File: src/rtl/uart_pkg.sv
`default_nettype none
// ============================================================================
//  uart_pkg : shared constants, FSM state type and baud divisor helper
//  Rev 1.0
// ============================================================================
package uart_pkg;

    localparam int PARITY_NONE = 0;
    localparam int PARITY_EVEN = 1;
    localparam int PARITY_ODD  = 2;

    typedef enum logic [2:0] {
        ST_IDLE  = 3'd0,
        ST_START = 3'd1,
        ST_DATA  = 3'd2,
        ST_PAR   = 3'd3,
        ST_STOP  = 3'd4
    } tx_state_e;

    // Nearest-integer clocks per bit.
    function automatic int calc_div(input longint clk_freq, input longint baud);
        return int'((clk_freq + (baud / 2)) / baud);
    endfunction

endpackage
`default_nettype wire

File: src/rtl/uart_baud_gen.sv
`default_nettype none
// ============================================================================
//  uart_baud_gen : free-running bit-period counter, cleared while run is low
//  Rev 1.0
// ============================================================================
module uart_baud_gen #(
    parameter int DIV = 10
) (
    input  logic hw_clk,
    input  logic rst,
    input  logic run,
    output logic bit_tick
);

    localparam int            c_cnt_w = (DIV > 1) ? $clog2(DIV) : 1;
    localparam logic [c_cnt_w-1:0] c_last = c_cnt_w'(DIV - 1);

    logic [c_cnt_w-1:0] cnt_q;
    logic [c_cnt_w-1:0] cnt_d;

    always_comb begin
        cnt_d = cnt_q;
        if (!run) begin
            cnt_d = '0;
        end else if (cnt_q == c_last) begin
            cnt_d = '0;
        end else begin
            cnt_d = cnt_q + 1'b1;
        end
    end

    always_ff @(posedge hw_clk or posedge rst) begin
        if (rst) begin
            cnt_q <= '0;
        end else begin
            cnt_q <= cnt_d;
        end
    end

    assign bit_tick = run && (cnt_q == c_last);

endmodule
`default_nettype wire

File: src/rtl/uart_tx_fifo.sv
`default_nettype none
// ============================================================================
//  uart_tx_fifo : parametrised UART transmitter with a small valid/ready FIFO
//  Rev 1.0
// ============================================================================
module uart_tx_fifo
    import uart_pkg::*;
#(
    parameter int CLK_FREQ   = 12000000,
    parameter int BAUD       = 9600,
    parameter int DATA_BITS  = 8,
    parameter int PARITY     = 0,
    parameter int STOP_BITS  = 1,
    parameter int FIFO_DEPTH = 4
) (
    input  logic                          hw_clk,
    input  logic                          rst,
    input  logic [DATA_BITS-1:0]          tx_data,
    input  logic                          tx_valid,
    output logic                          tx_ready,
    output logic                          uarttx,
    output logic                          busy,
    output logic [$clog2(FIFO_DEPTH):0]   fifo_count
);

    localparam int              DIV         = calc_div(CLK_FREQ, BAUD);
    localparam int              c_aw        = $clog2(FIFO_DEPTH);
    localparam logic [3:0]      c_data_last = 4'(DATA_BITS - 1);
    localparam logic [3:0]      c_stop_last = 4'(STOP_BITS - 1);
    localparam logic            c_odd       = (PARITY == PARITY_ODD);
    localparam logic            c_has_par   = (PARITY != PARITY_NONE);

    generate
        if (DIV < 4) begin : g_bad_div
            $error("uart_tx_fifo: CLK_FREQ/BAUD gives DIV=%0d, must be >= 4", DIV);
        end
        if (DATA_BITS < 5 || DATA_BITS > 8) begin : g_bad_data_bits
            $error("uart_tx_fifo: DATA_BITS=%0d outside 5..8", DATA_BITS);
        end
        if (PARITY < 0 || PARITY > 2) begin : g_bad_parity
            $error("uart_tx_fifo: PARITY=%0d not in {0,1,2}", PARITY);
        end
        if (STOP_BITS < 1 || STOP_BITS > 2) begin : g_bad_stop_bits
            $error("uart_tx_fifo: STOP_BITS=%0d not in {1,2}", STOP_BITS);
        end
        if (FIFO_DEPTH < 2 || (FIFO_DEPTH & (FIFO_DEPTH - 1)) != 0) begin : g_bad_depth
            $error("uart_tx_fifo: FIFO_DEPTH=%0d must be a power of two >= 2", FIFO_DEPTH);
        end
    endgenerate

    // ------------------------------------------------------------------
    // Transmit FIFO
    // ------------------------------------------------------------------
    logic [DATA_BITS-1:0] mem_q [FIFO_DEPTH];
    logic [c_aw:0]        wr_ptr_q;
    logic [c_aw:0]        rd_ptr_q;
    logic                 w_full;
    logic                 w_empty;
    logic                 w_push;
    logic                 w_pop;
    logic [DATA_BITS-1:0] w_head;

    // Extra pointer MSB separates full from empty when the address bits match.
    assign w_empty    = (wr_ptr_q == rd_ptr_q);
    assign w_full     = (wr_ptr_q[c_aw] != rd_ptr_q[c_aw]) &&
                        (wr_ptr_q[c_aw-1:0] == rd_ptr_q[c_aw-1:0]);
    assign tx_ready   = !w_full;
    assign w_push     = tx_valid && !w_full;
    assign fifo_count = wr_ptr_q - rd_ptr_q;
    assign w_head     = mem_q[rd_ptr_q[c_aw-1:0]];

    always_ff @(posedge hw_clk or posedge rst) begin
        if (rst) begin
            wr_ptr_q <= '0;
            rd_ptr_q <= '0;
        end else begin
            if (w_push) begin
                wr_ptr_q <= wr_ptr_q + 1'b1;
            end
            if (w_pop) begin
                rd_ptr_q <= rd_ptr_q + 1'b1;
            end
        end
    end

    always_ff @(posedge hw_clk) begin
        if (w_push) begin
            mem_q[wr_ptr_q[c_aw-1:0]] <= tx_data;
        end
    end

    // ------------------------------------------------------------------
    // Bit timing
    // ------------------------------------------------------------------
    tx_state_e state_q;
    logic      w_run;
    logic      w_tick;

    assign w_run = (state_q != ST_IDLE);

    uart_baud_gen #(
        .DIV (DIV)
    ) u_baud_gen (
        .hw_clk   (hw_clk),
        .rst      (rst),
        .run      (w_run),
        .bit_tick (w_tick)
    );

    // ------------------------------------------------------------------
    // Frame sequencer
    // ------------------------------------------------------------------
    logic [DATA_BITS-1:0] shift_q;
    logic                 par_q;
    logic [3:0]           bitcnt_q;
    logic                 uarttx_q;
    logic                 line_busy_q;
    logic                 w_last_stop;

    assign w_last_stop = (state_q == ST_STOP) && w_tick && (bitcnt_q == c_stop_last);
    // Popping at the final stop tick chains frames with no idle gap.
    assign w_pop       = !w_empty && ((state_q == ST_IDLE) || w_last_stop);

    always_ff @(posedge hw_clk or posedge rst) begin
        if (rst) begin
            state_q     <= ST_IDLE;
            shift_q     <= '0;
            par_q       <= 1'b0;
            bitcnt_q    <= '0;
            uarttx_q    <= 1'b1;
            line_busy_q <= 1'b0;
        end else begin
            // The line lags the state by one clock; line_busy_q covers that lag.
            line_busy_q <= (state_q != ST_IDLE);
            case (state_q)
                ST_START: uarttx_q <= 1'b0;
                ST_DATA:  uarttx_q <= shift_q[0];
                ST_PAR:   uarttx_q <= par_q;
                default:  uarttx_q <= 1'b1;
            endcase

            case (state_q)
                ST_IDLE: begin
                    if (w_pop) begin
                        shift_q  <= w_head;
                        par_q    <= (^w_head) ^ c_odd;
                        bitcnt_q <= '0;
                        state_q  <= ST_START;
                    end
                end
                ST_START: begin
                    if (w_tick) begin
                        bitcnt_q <= '0;
                        state_q  <= ST_DATA;
                    end
                end
                ST_DATA: begin
                    if (w_tick) begin
                        shift_q <= shift_q >> 1;
                        if (bitcnt_q == c_data_last) begin
                            bitcnt_q <= '0;
                            state_q  <= c_has_par ? ST_PAR : ST_STOP;
                        end else begin
                            bitcnt_q <= bitcnt_q + 1'b1;
                        end
                    end
                end
                ST_PAR: begin
                    if (w_tick) begin
                        bitcnt_q <= '0;
                        state_q  <= ST_STOP;
                    end
                end
                ST_STOP: begin
                    if (w_tick) begin
                        if (bitcnt_q == c_stop_last) begin
                            bitcnt_q <= '0;
                            if (w_pop) begin
                                shift_q <= w_head;
                                par_q   <= (^w_head) ^ c_odd;
                                state_q <= ST_START;
                            end else begin
                                state_q <= ST_IDLE;
                            end
                        end else begin
                            bitcnt_q <= bitcnt_q + 1'b1;
                        end
                    end
                end
                default: begin
                    bitcnt_q <= '0;
                    state_q  <= ST_IDLE;
                end
            endcase
        end
    end

    assign uarttx = uarttx_q;
    assign busy   = (state_q != ST_IDLE) || !w_empty || line_busy_q;

endmodule
`default_nettype wire

File: config.mk
export PLATFORM = sky130hd
export DESIGN_NAME = uart_tx_fifo
export DESIGN_NICKNAME = d
export VERILOG_FILES = /design/src/rtl/uart_pkg.sv /design/src/rtl/uart_baud_gen.sv /design/src/rtl/uart_tx_fifo.sv
export SDC_FILE = /design/constraint.sdc
export NUM_CORES = 1
export LEC_CHECK = 0
export CAP_MARGIN = 30
export CORE_MARGIN = 1.5
export CORE_UTILIZATION = 27
export CTS_BUF_LIST = sky130_fd_sc_hd__clkbuf_4 sky130_fd_sc_hd__clkbuf_8 sky130_fd_sc_hd__clkbuf_16
export CTS_CLUSTER_SIZE = 10
export DETAILED_ROUTE_END_ITERATION = 10
export DONT_BUFFER_PORTS = 1
export HOLD_SLACK_MARGIN = 0.06
export PLACE_DENSITY = 0.5
export SYNTH_ARGS = -nofsm -noshare
export SYNTH_HDL_FRONTEND = slang
export SYNTH_SLANG_ARGS = --single-unit
File: constraint.sdc
create_clock -name hw_clk -period 2.3 [get_ports hw_clk]
set_input_delay 0.23 -clock hw_clk [delete_from_list [all_inputs] [get_ports hw_clk]]
set_output_delay 0.23 -clock hw_clk [all_outputs]
set_load 0.02 [all_outputs]
======== Word level (Yosys, flattened, before mapping) ========
Memory sizes are Yosys's and may differ from the RTL's.
Index checks and enable logic that the tools add are counted.
word-level totals
  input port bits ......................... 11
  memory bits (writable) .................. 32
  register bits after elaboration ......... 35
  output and inout port bits .............. 6
  memories kept ........................... 1
  logic and storage cells ................. 84
memories
  memory  depth  bits a word  rd ports  clocked after memory_dff  write ports  RTL line            source
  mem_q   4      8            1         0                         1            uart_tx_fifo.sv:54  logic [DATA_BITS-1:0] mem_q [FIFO_DEPTH];
operators by class
  $add $sub $neg .......................... 5
  muxes and demuxes ....................... 30
  equal/unequal tests ..................... 17
  reduce and logical (&&, ||, !) cells .... 22
operators with widths
  cell                                                   count
  2-to-1 mux 8 bit                                       4
  2-to-1 mux 4 bit                                       6
  case mux 8 bit (3 select lines)                        1
  2-to-1 mux 11 bit                                      2
  2-to-1 mux 3 bit                                       7
  case mux 4 bit (4 select lines)                        1
  case mux 3 bit (5 select lines)                        1
  inequality test 2 bit, second input constant           6
  adder 11 x 1 -> 11 bit, second input constant          1
  == test 11 bit, second input constant                  1
  AND reduction 4 bit                                    2
  XOR reduction 8 bit                                    1
  AND reduction 7 bit                                    1
  adder 3 x 1 -> 3 bit, second input constant            2
  == test 3 x 2 -> 1 bit, second input constant          2
  logical AND 1 bit                                      6
  2-to-1 mux 1 bit                                       6
  nonzero test 3 bit                                     2
  adder 4 x 1 -> 4 bit, second input constant            1
  == test 4 x 3 -> 1 bit, second input constant          1
  zero test 4 bit                                        1
  inequality test 2 x 1 -> 1 bit, second input constant  2
  == test 3 x 1 -> 1 bit, second input constant          1
  == test 3 bit                                          1
  12 further kinds                                       15

======== Logic depth before layout (Yosys ltp) ========
Gate-level depths: netlist (run 1).
  depth in word-level cells ............... 10
  gate-level depth with buffers ........... 8
  mapped depth without buffers ............ 7

======== Hierarchy ========
A second synthesis (run 1) with hierarchy kept.
second synthesis, totals
  cell total of the unflattened synthesis .. 244
  area, all modules ....................... 3164.3 sq um
modules (own cells, without submodules)
  module         times used  cells each  area an instance (sq um)  seq. area each (sq um)
  uart_tx_fifo   1           187         2583.7                    1562.7
  uart_baud_gen  1           57          580.6                     275.3

======== Worst setup path before layout (run 1) ========
No wires, ideal clock.
  kind .................................... reg-to-reg
  start ................................... register rd_ptr_q[1]
  end ..................................... register shift_q[7]
  arrival ................................. 2.188 ns
  buffers on the path ..................... 1
  stages on the path, launching flop included .. 8
  slack ................................... 0.032 ns
  required time ........................... 2.221 ns
  period minus slack after synthesis ...... 2.268 ns
  setup time .............................. 0.079 ns
  path through ............................ dfrtp_1 > clkbuf_1 > inv_1 > ha_1 > a311o_1 > o41a_1 > o22ai_2 > mux2i_1
on the way
  word-level cells in the longest chain between the ends .. 7
  elaborated cells between the ends (all ways) .. 8
  classes of those cells .................. eq/ne: 1; mux: 4; reduce/logical: 2; memory: 1
RTL lines
  item                                 RTL line                                  source
  start: declaration                   uart_tx_fifo.sv:56                        logic [c_aw:0] rd_ptr_q;
  start signal: assignment             uart_tx_fifo.sv:81                        rd_ptr_q <= rd_ptr_q + 1'b1;
  == test 3 bit                        uart_tx_fifo.sv:64                        assign w_empty = (wr_ptr_q == rd_ptr_q);
  zero test 1 bit                      uart_tx_fifo.sv:122                       assign w_pop = !w_empty && ((state_q == ST_IDLE) || w_last_stop);
  logical AND 1 bit                    uart_tx_fifo.sv:122
  2-to-1 mux 8 bit (*)                 uart_tx_fifo.sv:144, uart_tx_fifo.sv:178
  2-to-1 mux 8 bit                     uart_tx_fifo.sv:176                       if (bitcnt_q == c_stop_last) begin
  2-to-1 mux 8 bit                     uart_tx_fifo.sv:175                       if (w_tick) begin
  case mux 8 bit (3 select lines) (*)  uart_tx_fifo.sv:142                       case (state_q)
  end signal: assignment               uart_tx_fifo.sv:145                       shift_q <= w_head;
  end signal: assignment               uart_tx_fifo.sv:159                       shift_q <= shift_q >> 1;
  end signal: assignment               uart_tx_fifo.sv:179                       shift_q <= w_head;
  end: declaration                     uart_tx_fifo.sv:113                       logic [DATA_BITS-1:0] shift_q;
Mark *: on every way between the ends. The rest lies on a longest branch, timed or not. The select of a mux whose other input is x is not followed.
A chain may end at the register's enable or synchronous reset.

======== Worst setup path after layout (run 1) ========
  start ................................... register wr_ptr_q[0]
  end ..................................... register shift_q[7]
on the way
  word-level cells in the longest chain between the ends .. 7
RTL lines
  item                                 RTL line             source
  start: declaration                   uart_tx_fifo.sv:55   logic [c_aw:0] wr_ptr_q;
  start signal: assignment             uart_tx_fifo.sv:78   wr_ptr_q <= wr_ptr_q + 1'b1;
  == test 3 bit (*)                    uart_tx_fifo.sv:64
  zero test 1 bit (*)                  uart_tx_fifo.sv:122
  logical AND 1 bit (*)                uart_tx_fifo.sv:122
  2-to-1 mux 8 bit (*)                 n/a
  2-to-1 mux 8 bit (2 in series)       n/a
  case mux 8 bit (3 select lines) (*)  n/a
Marks and branches as above.

==> flow_summary.html, run 1 <==
<table>
<tr><th>Metric</th><th>Value</th></tr>
<tr><th colspan="2">Setup path</th></tr>
<tr><td>Family of cells with the greatest summed delay on the critical path</td><td>compound AO/OA/AOI/OAI gates</td></tr>
<tr><td>Endpoint of the lowest-slack register-to-register path</td><td>shift_q[7]</td></tr>
<tr><td>Biggest fanout along the worst timing path</td><td>8</td></tr>
<tr><td>Worst setup EP type</td><td>register</td></tr>
<tr><td>Worst Reg2Reg Path Length in Cells</td><td>6</td></tr>
<tr><td>CP max stage cell</td><td>sky130_fd_sc_hd__a311o_1</td></tr>
<tr><td>Crit path required time</td><td>2.54 ns</td></tr>
<tr><td>CP bufs+invs</td><td>1</td></tr>
<tr><td>Slowest cell delay on critical path</td><td>0.42 ns</td></tr>
<tr><td>R2R Path Start</td><td>wr_ptr_q[0]</td></tr>
<tr><td>Data arrival at the endpoint of the critical path</td><td>2.46 ns</td></tr>
<tr><td>Worst path cell trace</td><td>inv_1 &gt; ha_1 &gt; a311o_1 &gt; o41a_1 &gt; o22ai_4 &gt; mux2i_1</td></tr>
<tr><td>Critical path launch point type</td><td>register</td></tr>
<tr><td>Reg-to-reg slack, setup</td><td>0.08 ns</td></tr>
<tr><td>Crit Path Class</td><td>register to register</td></tr>
<tr><th colspan="2">Clocking</th></tr>
<tr><td>Clock edge transition at the registers on the reported setup and hold paths</td><td>0.06 ns</td></tr>
<tr><td>Clock root buffer master</td><td>sky130_fd_sc_hd__clkbuf_16</td></tr>
<tr><td>Worst-Skew Late Latency</td><td>0.33 ns</td></tr>
<tr><td>CTS H-Tree Depth</td><td>3</td></tr>
<tr><td>Inserted Clock Buffers</td><td>9</td></tr>
<tr><td>TritonCTS clock tree</td><td>yes</td></tr>
<tr><td>Largest buffer count on any clock path</td><td>2</td></tr>
<tr><td>Clock sink total</td><td>67</td></tr>
<tr><th colspan="2">Routing</th></tr>
<tr><td>Via density per instance</td><td>4.57</td></tr>
<tr><td>Met2 routed WL</td><td>2.73 mm</td></tr>
<tr><td>Number of DRC violations after detailed routing</td><td>0</td></tr>
<tr><td>Via Count</td><td>1,834</td></tr>
<tr><td>Highest metal used</td><td>met4</td></tr>
<tr><td>Remaining antenna violation count</td><td>0</td></tr>
<tr><td>Routed wire length on met3</td><td>178 um</td></tr>
<tr><td>Total wirelength of the detailed-routed design</td><td>5.65 mm</td></tr>
<tr><td>DRT Pass-1 Iters</td><td>4</td></tr>
<tr><td>DRT met1 WL</td><td>2.65 mm</td></tr>
<tr><td>Routed wire per std cell</td><td>14.1 um</td></tr>
<tr><td>Violation count after the first detailed-route iteration</td><td>61</td></tr>
<tr><th colspan="2">Power and ir drop</th></tr>
<tr><td>Relative contribution of sequential cells to total power</td><td>42.7%</td></tr>
<tr><td>Maximum VDD drop</td><td>0.000566 V</td></tr>
<tr><td>Psw</td><td>907 uW</td></tr>
<tr><td>Net Sw Frac</td><td>26.7%</td></tr>
<tr><td>Internal power</td><td>2490 uW</td></tr>
<tr><td>Cell leakage power</td><td>0.00144 uW</td></tr>
<tr><td>Share of total power in the clock network</td><td>40.3%</td></tr>
<tr><td>Power per cell area</td><td>913 nW/um2</td></tr>
<tr><td>Comb pwr share</td><td>17.0%</td></tr>
<tr><th colspan="2">Timing</th></tr>
<tr><td>Max_slew headroom</td><td>65.2%</td></tr>
<tr><td>Final period util</td><td>96.4%</td></tr>
<tr><td>Hold violation total from the final report</td><td>0</td></tr>
<tr><td>Setup Viol. Count Final</td><td>0</td></tr>
<tr><td>Fmax</td><td>0.451 GHz</td></tr>
<tr><td>Clock skew after layout</td><td>0.00753 ns</td></tr>
<tr><td>Worst hold slack</td><td>0.170 ns</td></tr>
<tr><td>Transition time at the pin with the least slew margin</td><td>0.515 ns</td></tr>
<tr><td>RSZ-0062 raised after global routing</td><td>yes</td></tr>
<tr><td>Fin Setup TNS</td><td>0 ns</td></tr>
<tr><td>Clock period minus final worst setup slack</td><td>2.22 ns</td></tr>
<tr><td>Setup slack of the critical path after layout</td><td>0.0830 ns</td></tr>
<tr><td>Max-slew violation total from the final report</td><td>0</td></tr>
<tr><th colspan="2">Floorplan</th></tr>
<tr><td>Std-Cell Rows</td><td>38</td></tr>
<tr><td>Chip Width</td><td>110 um</td></tr>
<tr><td>Starting density of the core</td><td>28.2%</td></tr>
<tr><td>Die area</td><td>12,200 um2</td></tr>
<tr><td>Core area</td><td>11,000 um2</td></tr>
<tr><td>Height of the chip</td><td>110 um</td></tr>
<tr><td>I/O pin count</td><td>17</td></tr>
<tr><th colspan="2">Place</th></tr>
<tr><td>Pre-CTS worst setup slack</td><td>0.0858 ns</td></tr>
<tr><td>Routability Congestion</td><td>0.723</td></tr>
<tr><td>Dpl hpwl</td><td>3.89 mm</td></tr>
<tr><td>Buffers added on ports</td><td>0</td></tr>
<tr><th colspan="2">Min path</th></tr>
<tr><td>Hold path cells</td><td>2</td></tr>
<tr><td>WHS Endpoint</td><td>wr_ptr_q[0]</td></tr>
<tr><td>Tightest Hold Check Type</td><td>primary input to register</td></tr>
<tr><td>Origin of the worst min-delay path</td><td>tx_valid</td></tr>
<tr><th colspan="2">Synth</th></tr>
<tr><td>Share of the synthesized area in the top cell type</td><td>30.9%</td></tr>
<tr><td>Syn Inst Count</td><td>234</td></tr>
<tr><td>Count leader, synth</td><td>sky130_fd_sc_hd__dfrtp_1</td></tr>
<tr><td>FF+latch count, synth</td><td>67</td></tr>
<tr><td>Number of enable flip-flop cells after synthesis</td><td>32</td></tr>
<tr><td>Async SR Flop Fraction</td><td>52.2%</td></tr>
<tr><td>Mean area per synthesized cell</td><td>13.3 um2</td></tr>
<tr><td>Combined area of all synthesized cells</td><td>3110 um2</td></tr>
<tr><td>Dominant cells by area after synthesis</td><td>sky130_fd_sc_hd__edfxtp_1 (31%), sky130_fd_sc_hd__dfrtp_1 (27%), sky130_fd_sc_hd__mux4_2 (5.8%), sky130_fd_sc_hd__xnor2_1 (4.5%), sky130_fd_sc_hd__ha_1 (4.4%)</td></tr>
<tr><td>Most area-hungry cell type in the Yosys netlist</td><td>sky130_fd_sc_hd__edfxtp_1</td></tr>
<tr><td>Unique cell type count in the Yosys netlist</td><td>46</td></tr>
<tr><td>Cell types with the highest counts after synthesis</td><td>sky130_fd_sc_hd__dfrtp_1 (34), sky130_fd_sc_hd__edfxtp_1 (32), sky130_fd_sc_hd__nor2_1 (17), sky130_fd_sc_hd__xnor2_1 (16)</td></tr>
<tr><td>Synthesized netlist net count</td><td>257</td></tr>
<tr><td>Dominant synthesized flop cell</td><td>sky130_fd_sc_hd__dfrtp_1</td></tr>
<tr><td>Number of warnings printed during yosys synthesis</td><td>0</td></tr>
<tr><td>Sequential cell area fraction in the yosys report</td><td>59.2%</td></tr>
<tr><th colspan="2">GRT</th></tr>
<tr><td>Overall overflow remaining after global route</td><td>0</td></tr>
<tr><td>Overall Global Routing Usage</td><td>10.7%</td></tr>
<tr><td>Initial antenna violation count</td><td>0</td></tr>
<tr><td>Number of global-route vias before repair</td><td>1,928</td></tr>
<tr><td>Global-route wire length before repair</td><td>9.69 mm</td></tr>
<tr><td>Maximum number of pins on one net before global-route repair</td><td>36</td></tr>
<tr><th colspan="2">Finish</th></tr>
<tr><td>ANT cells</td><td>0</td></tr>
<tr><td>Synth-to-Final Area Change</td><td>20.0%</td></tr>
<tr><td>Fill cell total of the finished layout</td><td>1,094</td></tr>
<tr><td>Layout cell share with drive strength beyond 1</td><td>15.7%</td></tr>
<tr><td>Final #Nets</td><td>279</td></tr>
<tr><th colspan="2">Outcome</th></tr>
<tr><td>Status</td><td>completed</td></tr>
<tr><th colspan="2">Job</th></tr>
<tr><td>Max-Cap Viols</td><td>0</td></tr>
</table>
area by class of cell:
class	count	area, um2	area share, %
clock buffer	9	225	6.04
clock inverter	7	73.8	1.98
inverter	14	52.6	1.41
multi-input combinational	143	1180	31.7
sequential	67	1840	49.3
tap	140	175	4.70
timing repair buffer	21	180	4.84
placed cells by master, fill, tap and decap left out, types with 3 or more instances in the layout:
master / count
sky130_fd_sc_hd__nand3_1: 5
sky130_fd_sc_hd__dlygate4sd3_1: 9
sky130_fd_sc_hd__o21ai_1: 4
sky130_fd_sc_hd__buf_4: 12
sky130_fd_sc_hd__mux4_2: 8
sky130_fd_sc_hd__nand4_1: 3
sky130_fd_sc_hd__dfrtp_1: 34
sky130_fd_sc_hd__o22a_1: 14
sky130_fd_sc_hd__xnor2_1: 16
sky130_fd_sc_hd__nand2_1: 14
sky130_fd_sc_hd__xor2_1: 6
sky130_fd_sc_hd__clkbuf_16: 9
sky130_fd_sc_hd__and3_1: 6
sky130_fd_sc_hd__nor2_1: 17
sky130_fd_sc_hd__inv_6: 3
sky130_fd_sc_hd__inv_1: 14
sky130_fd_sc_hd__ha_1: 11
sky130_fd_sc_hd__edfxtp_1: 32
sequential cells by signal, indices dropped and copies added, names as in the netlist:
signal            count
bitcnt_q              4
line_busy_q           1
mem_q                32
par_q                 1
rd_ptr_q              3
shift_q               8
state_q               3
u_baud_gen.cnt_q     11
uarttx                1
wr_ptr_q              3
through the flow:
stage               instances  instance area [um2]  utilization [%]  power, uW
floorplan                 234                 3110                -       1870
global placement          376                 3330             30.2       2050
detailed placement        376                 3330             30.2       2050
CTS                       401                 3720             33.7       3450
global route              401                 3730             33.8       3580
finish                    401                 3730             33.8       3400
what timing repair did:
action                                  4_1_cts  5_1_grt
resized for setup                             0        2
buffers inserted                              0        0
hold endpoints to repair                     66        0
endpoints found under the setup margin        0        2
hold buffers                                  9        0
kinds of logic after synthesis:
| logic type | share of synthesized area (%) |
|---|---|
| adders and majority gates | 5.08 |
| muxes | 6.49 |
| DFF | 59.2 |
| xor gates and xnor gates | 6.20 |
| buffers and inverters | 3.06 |
| AOI/OAI and AO/OA | 9.23 |
| and+or+nand+nor | 10.8 |
worst max-delay path by stage:
| stage | start | endpoint | slack [ns] | cells past startpoint |
|---|---|---|---|---|
| 2_1_floorplan | rd_ptr_q[1] | shift_q[7] | 0.03 | 7 |
| 3_3_place_gp | wr_ptr_q[0] | shift_q[7] | 0.15 | 6 |
| 3_5_place_dp | wr_ptr_q[0] | shift_q[7] | 0.09 | 6 |
| 4_1_cts | wr_ptr_q[0] | shift_q[7] | 0.03 | 6 |
| 5_1_grt | wr_ptr_q[0] | shift_q[7] | -0.01 | 6 |
| 6_report | wr_ptr_q[0] | shift_q[7] | 0.08 | 6 |
power groups by stage:
stage,Combinational [uW],Clock (uW),Sequential (uW)
CTS,591,1410,1450
floorplan,407,0,1460
global route,658,1460,1470
detailed placement,570,0,1480
global placement,577,0,1470
finish,577,1370,1450
routing by layer:
layer	vias to the layer above	global-route usage, %
li1	895	-
met1	904	13.4
met2	26	17.4
met3	9	3.12
met4	0	4.67
met5	-	0
Note: power is estimated with default switching activity, not from simulation.
==> run 2, diff against run 1 <==
Settings changed: CELL_PAD_IN_SITES_DETAIL_PLACEMENT set to 0, CELL_PAD_IN_SITES_GLOBAL_PLACEMENT set to 1, PLACE_DENSITY 0.5 to 0.56.
==> run 2 against run 1 <==
Utilization up 0.28 points. Via count decreased by 1.6%. Largest power group is now clock. Sequential share of layout area fell by 0.41 points. Largest cell class unchanged.
==> flow_summary.html, run 2 (synthesis results as in run 1) <==
<table>
<tr><th>Metric</th><th>Value</th></tr>
<tr><th colspan="2">Outcome</th></tr>
<tr><td>Status</td><td>completed</td></tr>
<tr><th colspan="2">Setup path</th></tr>
<tr><td>Worst path cell trace</td><td>inv_1 &gt; ha_1 &gt; a311o_1 &gt; o41a_1 &gt; o22ai_2 &gt; buf_4 &gt; o22a_1</td></tr>
<tr><td>Crit Path Class</td><td>register to register</td></tr>
<tr><td>Family of cells with the greatest summed delay on the critical path</td><td>compound AO/OA/AOI/OAI gates</td></tr>
<tr><td>CP max stage cell</td><td>sky130_fd_sc_hd__dfrtp_1</td></tr>
<tr><td>CP bufs+invs</td><td>2</td></tr>
<tr><td>Biggest fanout along the worst timing path</td><td>7</td></tr>
<tr><td>Data arrival at the endpoint of the critical path</td><td>2.41 ns</td></tr>
<tr><td>Worst setup EP type</td><td>register</td></tr>
<tr><td>Slowest cell delay on critical path</td><td>0.38 ns</td></tr>
<tr><td>Critical path launch point type</td><td>register</td></tr>
<tr><td>Crit path required time</td><td>2.56 ns</td></tr>
<tr><th colspan="2">Clocking</th></tr>
<tr><td>Clock sink total</td><td>67</td></tr>
<tr><td>Worst-Skew Late Latency</td><td>0.32 ns</td></tr>
<tr><td>Clock edge transition at the registers on the reported setup and hold paths</td><td>0.06 ns</td></tr>
<tr><td>CTS H-Tree Depth</td><td>3</td></tr>
<tr><td>TritonCTS clock tree</td><td>yes</td></tr>
<tr><td>Resized cells post-CTS</td><td>0</td></tr>
<tr><td>Inserted Clock Buffers</td><td>9</td></tr>
<tr><td>Largest buffer count on any clock path</td><td>2</td></tr>
<tr><td>Clock root buffer master</td><td>sky130_fd_sc_hd__clkbuf_16</td></tr>
<tr><th colspan="2">Routing</th></tr>
<tr><td>Routed wire per std cell</td><td>14.3 um</td></tr>
<tr><td>Via density per instance</td><td>4.49</td></tr>
<tr><td>Via Count</td><td>1,805</td></tr>
<tr><td>Number of DRC violations after detailed routing</td><td>0</td></tr>
<tr><td>Violation count after the first detailed-route iteration</td><td>40</td></tr>
<tr><td>Total wirelength of the detailed-routed design</td><td>5.74 mm</td></tr>
<tr><td>Remaining antenna violation count</td><td>0</td></tr>
<tr><td>DRT Pass-1 Iters</td><td>4</td></tr>
<tr><th colspan="2">Finish</th></tr>
<tr><td>Number of flip-flops in the largest register</td><td>32</td></tr>
<tr><td>Most frequent standard cell in the layout excluding fill and tap cells</td><td>sky130_fd_sc_hd__dfrtp_1</td></tr>
<tr><td>FF/Latch Area</td><td>1840 um2</td></tr>
<tr><td>Most used cells in the layout excluding fill and tap cells</td><td>sky130_fd_sc_hd__dfrtp_1 (34), sky130_fd_sc_hd__edfxtp_1 (32), sky130_fd_sc_hd__nor2_1 (17)</td></tr>
<tr><td>Final design utilization</td><td>34.1%</td></tr>
<tr><td>Synth-to-Final Area Change</td><td>21.0%</td></tr>
<tr><td>Final #Nets</td><td>280</td></tr>
<tr><td>ANT cells</td><td>0</td></tr>
<tr><td>Layout cell share with drive strength beyond 1</td><td>15.6%</td></tr>
<tr><td>Fill cell total of the finished layout</td><td>1,093</td></tr>
<tr><td>Area of the multi-input gates</td><td>1170 um2</td></tr>
<tr><th colspan="2">Floorplan</th></tr>
<tr><td>I/O pin count</td><td>17</td></tr>
<tr><td>Height of the chip</td><td>110 um</td></tr>
<tr><td>Std-Cell Rows</td><td>38</td></tr>
<tr><td>Core area</td><td>11,000 um2</td></tr>
<tr><td>Die area</td><td>12,200 um2</td></tr>
<tr><td>Chip Width</td><td>110 um</td></tr>
<tr><td>Starting density of the core</td><td>28.2%</td></tr>
<tr><th colspan="2">GRT</th></tr>
<tr><td>Number of global-route vias before repair</td><td>1,965</td></tr>
<tr><td>Maximum number of pins on one net before global-route repair</td><td>36</td></tr>
<tr><td>Overall Global Routing Usage</td><td>10.6%</td></tr>
<tr><td>Global-route wire length before repair</td><td>9.71 mm</td></tr>
<tr><td>Initial antenna violation count</td><td>0</td></tr>
<tr><td>Overall overflow remaining after global route</td><td>0</td></tr>
<tr><th colspan="2">Place</th></tr>
<tr><td>Buffers added on ports</td><td>0</td></tr>
<tr><td>Routability Congestion</td><td>0.699</td></tr>
<tr><td>Dpl hpwl</td><td>3.99 mm</td></tr>
<tr><th colspan="2">Job</th></tr>
<tr><td>Max-Cap Viols</td><td>0</td></tr>
<tr><th colspan="2">Timing</th></tr>
<tr><td>Fin Setup TNS</td><td>0 ns</td></tr>
<tr><td>Transition time at the pin with the least slew margin</td><td>0.500 ns</td></tr>
<tr><td>Hold violation total from the final report</td><td>0</td></tr>
<tr><td>Setup Viol. Count Final</td><td>0</td></tr>
<tr><td>RSZ-0062 raised after global routing</td><td>no</td></tr>
<tr><td>Clock skew after layout</td><td>0.00910 ns</td></tr>
<tr><td>Final period util</td><td>93.4%</td></tr>
<tr><td>Clock period minus final worst setup slack</td><td>2.15 ns</td></tr>
<tr><td>Max-slew violation total from the final report</td><td>0</td></tr>
<tr><td>Max_slew headroom</td><td>66.7%</td></tr>
<tr><td>Fmax</td><td>0.465 GHz</td></tr>
<tr><th colspan="2">Power and ir drop</th></tr>
<tr><td>Cell leakage power</td><td>0.00146 uW</td></tr>
<tr><td>Power per cell area</td><td>940 nW/um2</td></tr>
<tr><td>Maximum VDD drop</td><td>0.000459 V</td></tr>
<tr><th colspan="2">Min path</th></tr>
<tr><td>Tightest Hold Check Type</td><td>primary input to register</td></tr>
</table>
-- run 2: path summary, 6_finish.rpt --
| path | depth (start not counted) | slack, ns | start | to |
|---|---|---|---|---|
| setup / recovery | 7 | 0.15 | wr_ptr_q[0] | shift_q[3] |
| hold / removal | 2 | 0.18 | tx_valid | wr_ptr_q[0] |
| setup reg to reg | 7 | 0.15 | wr_ptr_q[0] | shift_q[3] |
| hold reg to reg | 2 | 0.48 | par_q | par_q |
| max in group asynchronous | 3 | 1.49 | rst | uarttx |
| min in group asynchronous | 3 | 0.46 | rst | u_baud_gen.cnt_q[2] |
-- run 2: repair_timing --
item / in CTS / in global routing
endpoints found under the setup margin: 0 / 1
hold buffers: 9 / 0
setup buffers: 0 / 0
hold endpoints to repair: 66 / 0
-- run 2: final cells by class --
cell class,instances,share of cell area (%)
Tap cell,140,4.66
Clock inverter,7,2.83
Clock buffer,9,5.99
Sequential cell,67,48.9
Timing Repair Buffer,22,5.00
Multi-Input combinational cell,143,31.2
Inverter,14,1.40
-- run 2: worst reg2reg max path, delay by kind of cell, from the launching register on --
kind	cells	cell delay (ns)
buffers and inverters	2	0.30
adder cells (fa/ha/maj)	1	0.36
AO/OA/AOI/OAI	4	1.05
flip-flops	1	0.38
-- run 2: layer usage --
layer | vias up | track usage [%] | wire length [um]
li1 | 899 | - | -
met4 | 0 | 4.30 | 42
met3 | 5 | 2.59 | 153
met1 | 883 | 13.3 | 2780
met2 | 18 | 17.7 | 2760
met5 | - | 0 | 0
-- run 2: per-stage QoR --
step | setup slack (ns) | power (uW) | instances | cell area [um2] | hold slack, ns
final | 0.151 | 3530 | 402 | 3760 | 0.183
after floorplan | 0.0323 | 1870 | 234 | 3110 | 0.329
after CTS | 0.105 | 3590 | 402 | 3760 | 0.170
after global routing | 0.00586 | 3690 | 402 | 3760 | 0.183
after detailed placement | 0.114 | 2050 | 377 | 3340 | 0.279
after global placement | 0.156 | 2040 | 377 | 3340 | 0.272
-- run 2: where the power goes --
group          leakage [uW]  internal (uW)  switching (uW)  total [uW]
registers          0.000726           1410            47.3        1460
logic              0.000575            229             344         573
clock network      0.000163            967             536        1500
total               0.00146           2610             927        3530
==> run 3, diff against run 2 <==
==> constraint.sdc (replaced) <==
create_clock -name hw_clk -period 1.7 [get_ports hw_clk]
set_input_delay 0.17 -clock hw_clk [delete_from_list [all_inputs] [get_ports hw_clk]]
set_output_delay 0.17 -clock hw_clk [all_outputs]
set_load 0.005 [all_outputs]
==> run 3 against run 2 <==
The flow now finishes with violations (negative setup slack). Flip-flop and latch count unchanged. Critical endpoint is now shift_q[7]. Clock power up 36%. Setup slack worse by 0.48 ns. First-iteration DRC count up 93%. Fmax up 6.0%. Final cell count up 12%. Critical path depth down 1. Clock skew down 0.0019 ns. Combinational power up 94%. Highest routed layer unchanged. Largest power group unchanged. Worst hold slack worse by 0.11 ns.
==> flow_summary.html, run 3 (synthesis results as in run 1) <==
<table>
<tr><th>Metric</th><th>Value</th></tr>
<tr><th colspan="2">Finish</th></tr>
<tr><td>Post-Layout Cell Count</td><td>452</td></tr>
<tr><td>Final #Nets</td><td>330</td></tr>
<tr><td>Fill cell total of the finished layout</td><td>1,062</td></tr>
<tr><td>ANT cells</td><td>0</td></tr>
<tr><td>Most frequent standard cell in the layout excluding fill and tap cells</td><td>sky130_fd_sc_hd__buf_4</td></tr>
<tr><td>Most used cells in the layout excluding fill and tap cells</td><td>sky130_fd_sc_hd__buf_4 (50), sky130_fd_sc_hd__dfrtp_1 (34), sky130_fd_sc_hd__edfxtp_1 (32)</td></tr>
<tr><td>Layout cell share with drive strength beyond 1</td><td>39.7%</td></tr>
<tr><td>Number of flip-flops in the largest register</td><td>32</td></tr>
<tr><td>FF/Latch Area</td><td>1840 um2</td></tr>
<tr><td>Synth-to-Final Area Change</td><td>42.3%</td></tr>
<tr><td>Area of the multi-input gates</td><td>1380 um2</td></tr>
<tr><th colspan="2">Timing</th></tr>
<tr><td>Max-slew violation total from the final report</td><td>0</td></tr>
<tr><td>Clock period minus final worst setup slack</td><td>2.03 ns</td></tr>
<tr><td>Fin Setup TNS</td><td>-4.26 ns</td></tr>
<tr><td>RSZ-0062 raised after global routing</td><td>yes</td></tr>
<tr><td>Max_slew headroom</td><td>68.5%</td></tr>
<tr><td>Setup Viol. Count Final</td><td>20</td></tr>
<tr><td>Final period util</td><td>119%</td></tr>
<tr><td>Transition time at the pin with the least slew margin</td><td>0.472 ns</td></tr>
<tr><td>Fmax</td><td>0.493 GHz</td></tr>
<tr><td>Clock skew after layout</td><td>0.00722 ns</td></tr>
<tr><td>Hold violation total from the final report</td><td>0</td></tr>
<tr><td>Setup slack of the critical path after layout</td><td>-0.327 ns</td></tr>
<tr><td>Worst hold slack</td><td>0.0753 ns</td></tr>
<tr><th colspan="2">Setup path</th></tr>
<tr><td>Worst Reg2Reg Path Length in Cells</td><td>6</td></tr>
<tr><td>Crit path depth</td><td>6</td></tr>
<tr><td>Biggest fanout along the worst timing path</td><td>8</td></tr>
<tr><td>Crit path required time</td><td>1.94 ns</td></tr>
<tr><td>Worst path cell trace</td><td>inv_2 &gt; ha_4 &gt; a311o_1 &gt; o41a_1 &gt; o22ai_4 &gt; mux2i_1</td></tr>
<tr><td>Endpoint of the lowest-slack register-to-register path</td><td>shift_q[7]</td></tr>
<tr><td>CP bufs+invs</td><td>1</td></tr>
<tr><td>Worst setup EP type</td><td>register</td></tr>
<tr><td>Crit Path Class</td><td>register to register</td></tr>
<tr><td>Slowest cell delay on critical path</td><td>0.39 ns</td></tr>
<tr><td>R2R Path Start</td><td>wr_ptr_q[0]</td></tr>
<tr><td>CP max stage cell</td><td>sky130_fd_sc_hd__dfrtp_1</td></tr>
<tr><td>Data arrival at the endpoint of the critical path</td><td>2.27 ns</td></tr>
<tr><td>Reg-to-reg slack, setup</td><td>-0.33 ns</td></tr>
<tr><td>Family of cells with the greatest summed delay on the critical path</td><td>compound AO/OA/AOI/OAI gates</td></tr>
<tr><td>Critical path launch point type</td><td>register</td></tr>
<tr><th colspan="2">Min path</th></tr>
<tr><td>WHS Endpoint</td><td>wr_ptr_q[0]</td></tr>
<tr><td>Hold path cells</td><td>2</td></tr>
<tr><td>Tightest Hold Check Type</td><td>primary input to register</td></tr>
<tr><td>Origin of the worst min-delay path</td><td>tx_valid</td></tr>
<tr><th colspan="2">Outcome</th></tr>
<tr><td>Failing checks</td><td>negative setup slack</td></tr>
<tr><td>Status</td><td>complete, but fails checks</td></tr>
<tr><th colspan="2">Routing</th></tr>
<tr><td>Total wirelength of the detailed-routed design</td><td>6.24 mm</td></tr>
<tr><td>Via Count</td><td>1,995</td></tr>
<tr><td>Via density per instance</td><td>4.41</td></tr>
<tr><td>Violation count after the first detailed-route iteration</td><td>77</td></tr>
<tr><td>Number of DRC violations after detailed routing</td><td>0</td></tr>
<tr><td>DRT Pass-1 Iters</td><td>4</td></tr>
<tr><td>Remaining antenna violation count</td><td>0</td></tr>
<tr><td>Routed wire per std cell</td><td>13.8 um</td></tr>
<tr><th colspan="2">Clocking</th></tr>
<tr><td>Clock edge transition at the registers on the reported setup and hold paths</td><td>0.06 ns</td></tr>
<tr><td>Worst-Skew Late Latency</td><td>0.32 ns</td></tr>
<tr><td>CTS H-Tree Depth</td><td>3</td></tr>
<tr><td>Inserted Clock Buffers</td><td>9</td></tr>
<tr><td>Clock root buffer master</td><td>sky130_fd_sc_hd__clkbuf_16</td></tr>
<tr><td>Largest buffer count on any clock path</td><td>2</td></tr>
<tr><td>Clock sink total</td><td>67</td></tr>
<tr><td>TritonCTS clock tree</td><td>yes</td></tr>
<tr><th colspan="2">Floorplan</th></tr>
<tr><td>Core area</td><td>11,000 um2</td></tr>
<tr><td>Std-Cell Rows</td><td>38</td></tr>
<tr><td>I/O pin count</td><td>17</td></tr>
<tr><td>Chip Width</td><td>110 um</td></tr>
<tr><td>Height of the chip</td><td>110 um</td></tr>
<tr><td>Die area</td><td>12,200 um2</td></tr>
<tr><td>Starting density of the core</td><td>28.2%</td></tr>
<tr><th colspan="2">Power and ir drop</th></tr>
<tr><td>Cell leakage power</td><td>0.00178 uW</td></tr>
<tr><td>Maximum VDD drop</td><td>0.000705 V</td></tr>
<tr><td>Power per cell area</td><td>1160 nW/um2</td></tr>
<tr><th colspan="2">Place</th></tr>
<tr><td>Buffers added on ports</td><td>0</td></tr>
<tr><td>Dpl hpwl</td><td>4.19 mm</td></tr>
<tr><td>Number of instances in the placed design</td><td>417</td></tr>
<tr><td>Routability Congestion</td><td>0.699</td></tr>
<tr><th colspan="2">GRT</th></tr>
<tr><td>Initial antenna violation count</td><td>0</td></tr>
<tr><td>Overall Global Routing Usage</td><td>11.3%</td></tr>
<tr><td>Number of global-route vias before repair</td><td>2,118</td></tr>
<tr><td>Overall overflow remaining after global route</td><td>0</td></tr>
<tr><td>Maximum number of pins on one net before global-route repair</td><td>36</td></tr>
<tr><td>Global-route wire length before repair</td><td>10.3 mm</td></tr>
<tr><th colspan="2">Job</th></tr>
<tr><td>Max-Cap Viols</td><td>0</td></tr>
</table>
run 3: worst max path at each step:
| stage | startpoint | end | slack [ns] |
|---|---|---|---|
| finish | wr_ptr_q[0] | shift_q[7] | -0.33 |
| global route | wr_ptr_q[0] | shift_q[7] | -0.43 |
| CTS | wr_ptr_q[0] | shift_q[7] | -0.34 |
| detailed placement | wr_ptr_q[0] | shift_q[7] | -0.33 |
| global placement | rd_ptr_q[0] | shift_q[7] | -0.32 |
| floorplan | rd_ptr_q[1] | bitcnt_q[3] | -0.31 |
run 3: layout make-up:
| cell class | instances | area share (%) |
|---|---|---|
| sequential | 67 | 41.6 |
| multi-input combinational | 144 | 31.1 |
| timing repair buffer | 71 | 14.6 |
| clock buffer | 9 | 5.10 |
| tap | 140 | 3.96 |
| clock inverter | 7 | 2.38 |
| inverter | 14 | 1.30 |
run 3: per-layer routing:
metal | share of wire [%] | track usage, % | vias to the layer above | wire length, um
met4 | 0.80 | 3.30 | 0 | 50
met1 | 47 | 14.7 | 969 | 2950
met3 | 2.4 | 2.76 | 5 | 149
li1 | - | - | 1003 | -
met5 | 0 | 0 | - | 0
met2 | 50 | 18.7 | 18 | 3100
run 3: per-stage QoR:
step           instance area [um2]  util (%)  power, uW  setup WS [ns]
4_1_cts                       4330      39.2       5160         -0.335
3_5_place_dp                  3770      34.2       2940         -0.328
6_report                      4420      40.1       5120         -0.327
3_3_place_gp                  3770      34.2       2940         -0.323
5_1_grt                       4420      40.1       5380         -0.426
2_1_floorplan                 3190         -       2490         -0.310
run 3: where the power goes:
group	switching, uW	leakage (uW)	internal [uW]	total [uW]
Combinational	486	0.000894	628	1110
Sequential	60.9	0.000726	1900	1970
Clock	736	0.000159	1310	2040
Total	1280	0.00178	3840	5120
run 3: repair_timing:
action | CTS | global route
setup endpoints to repair | 22 | 58
cloned | 1 | 1
buffers inserted | 6 | 6
hold endpoints to repair | 66 | 0
pin swaps | 13 | 19
hold buffers | 9 | 0
gates resized for setup | 21 | 20
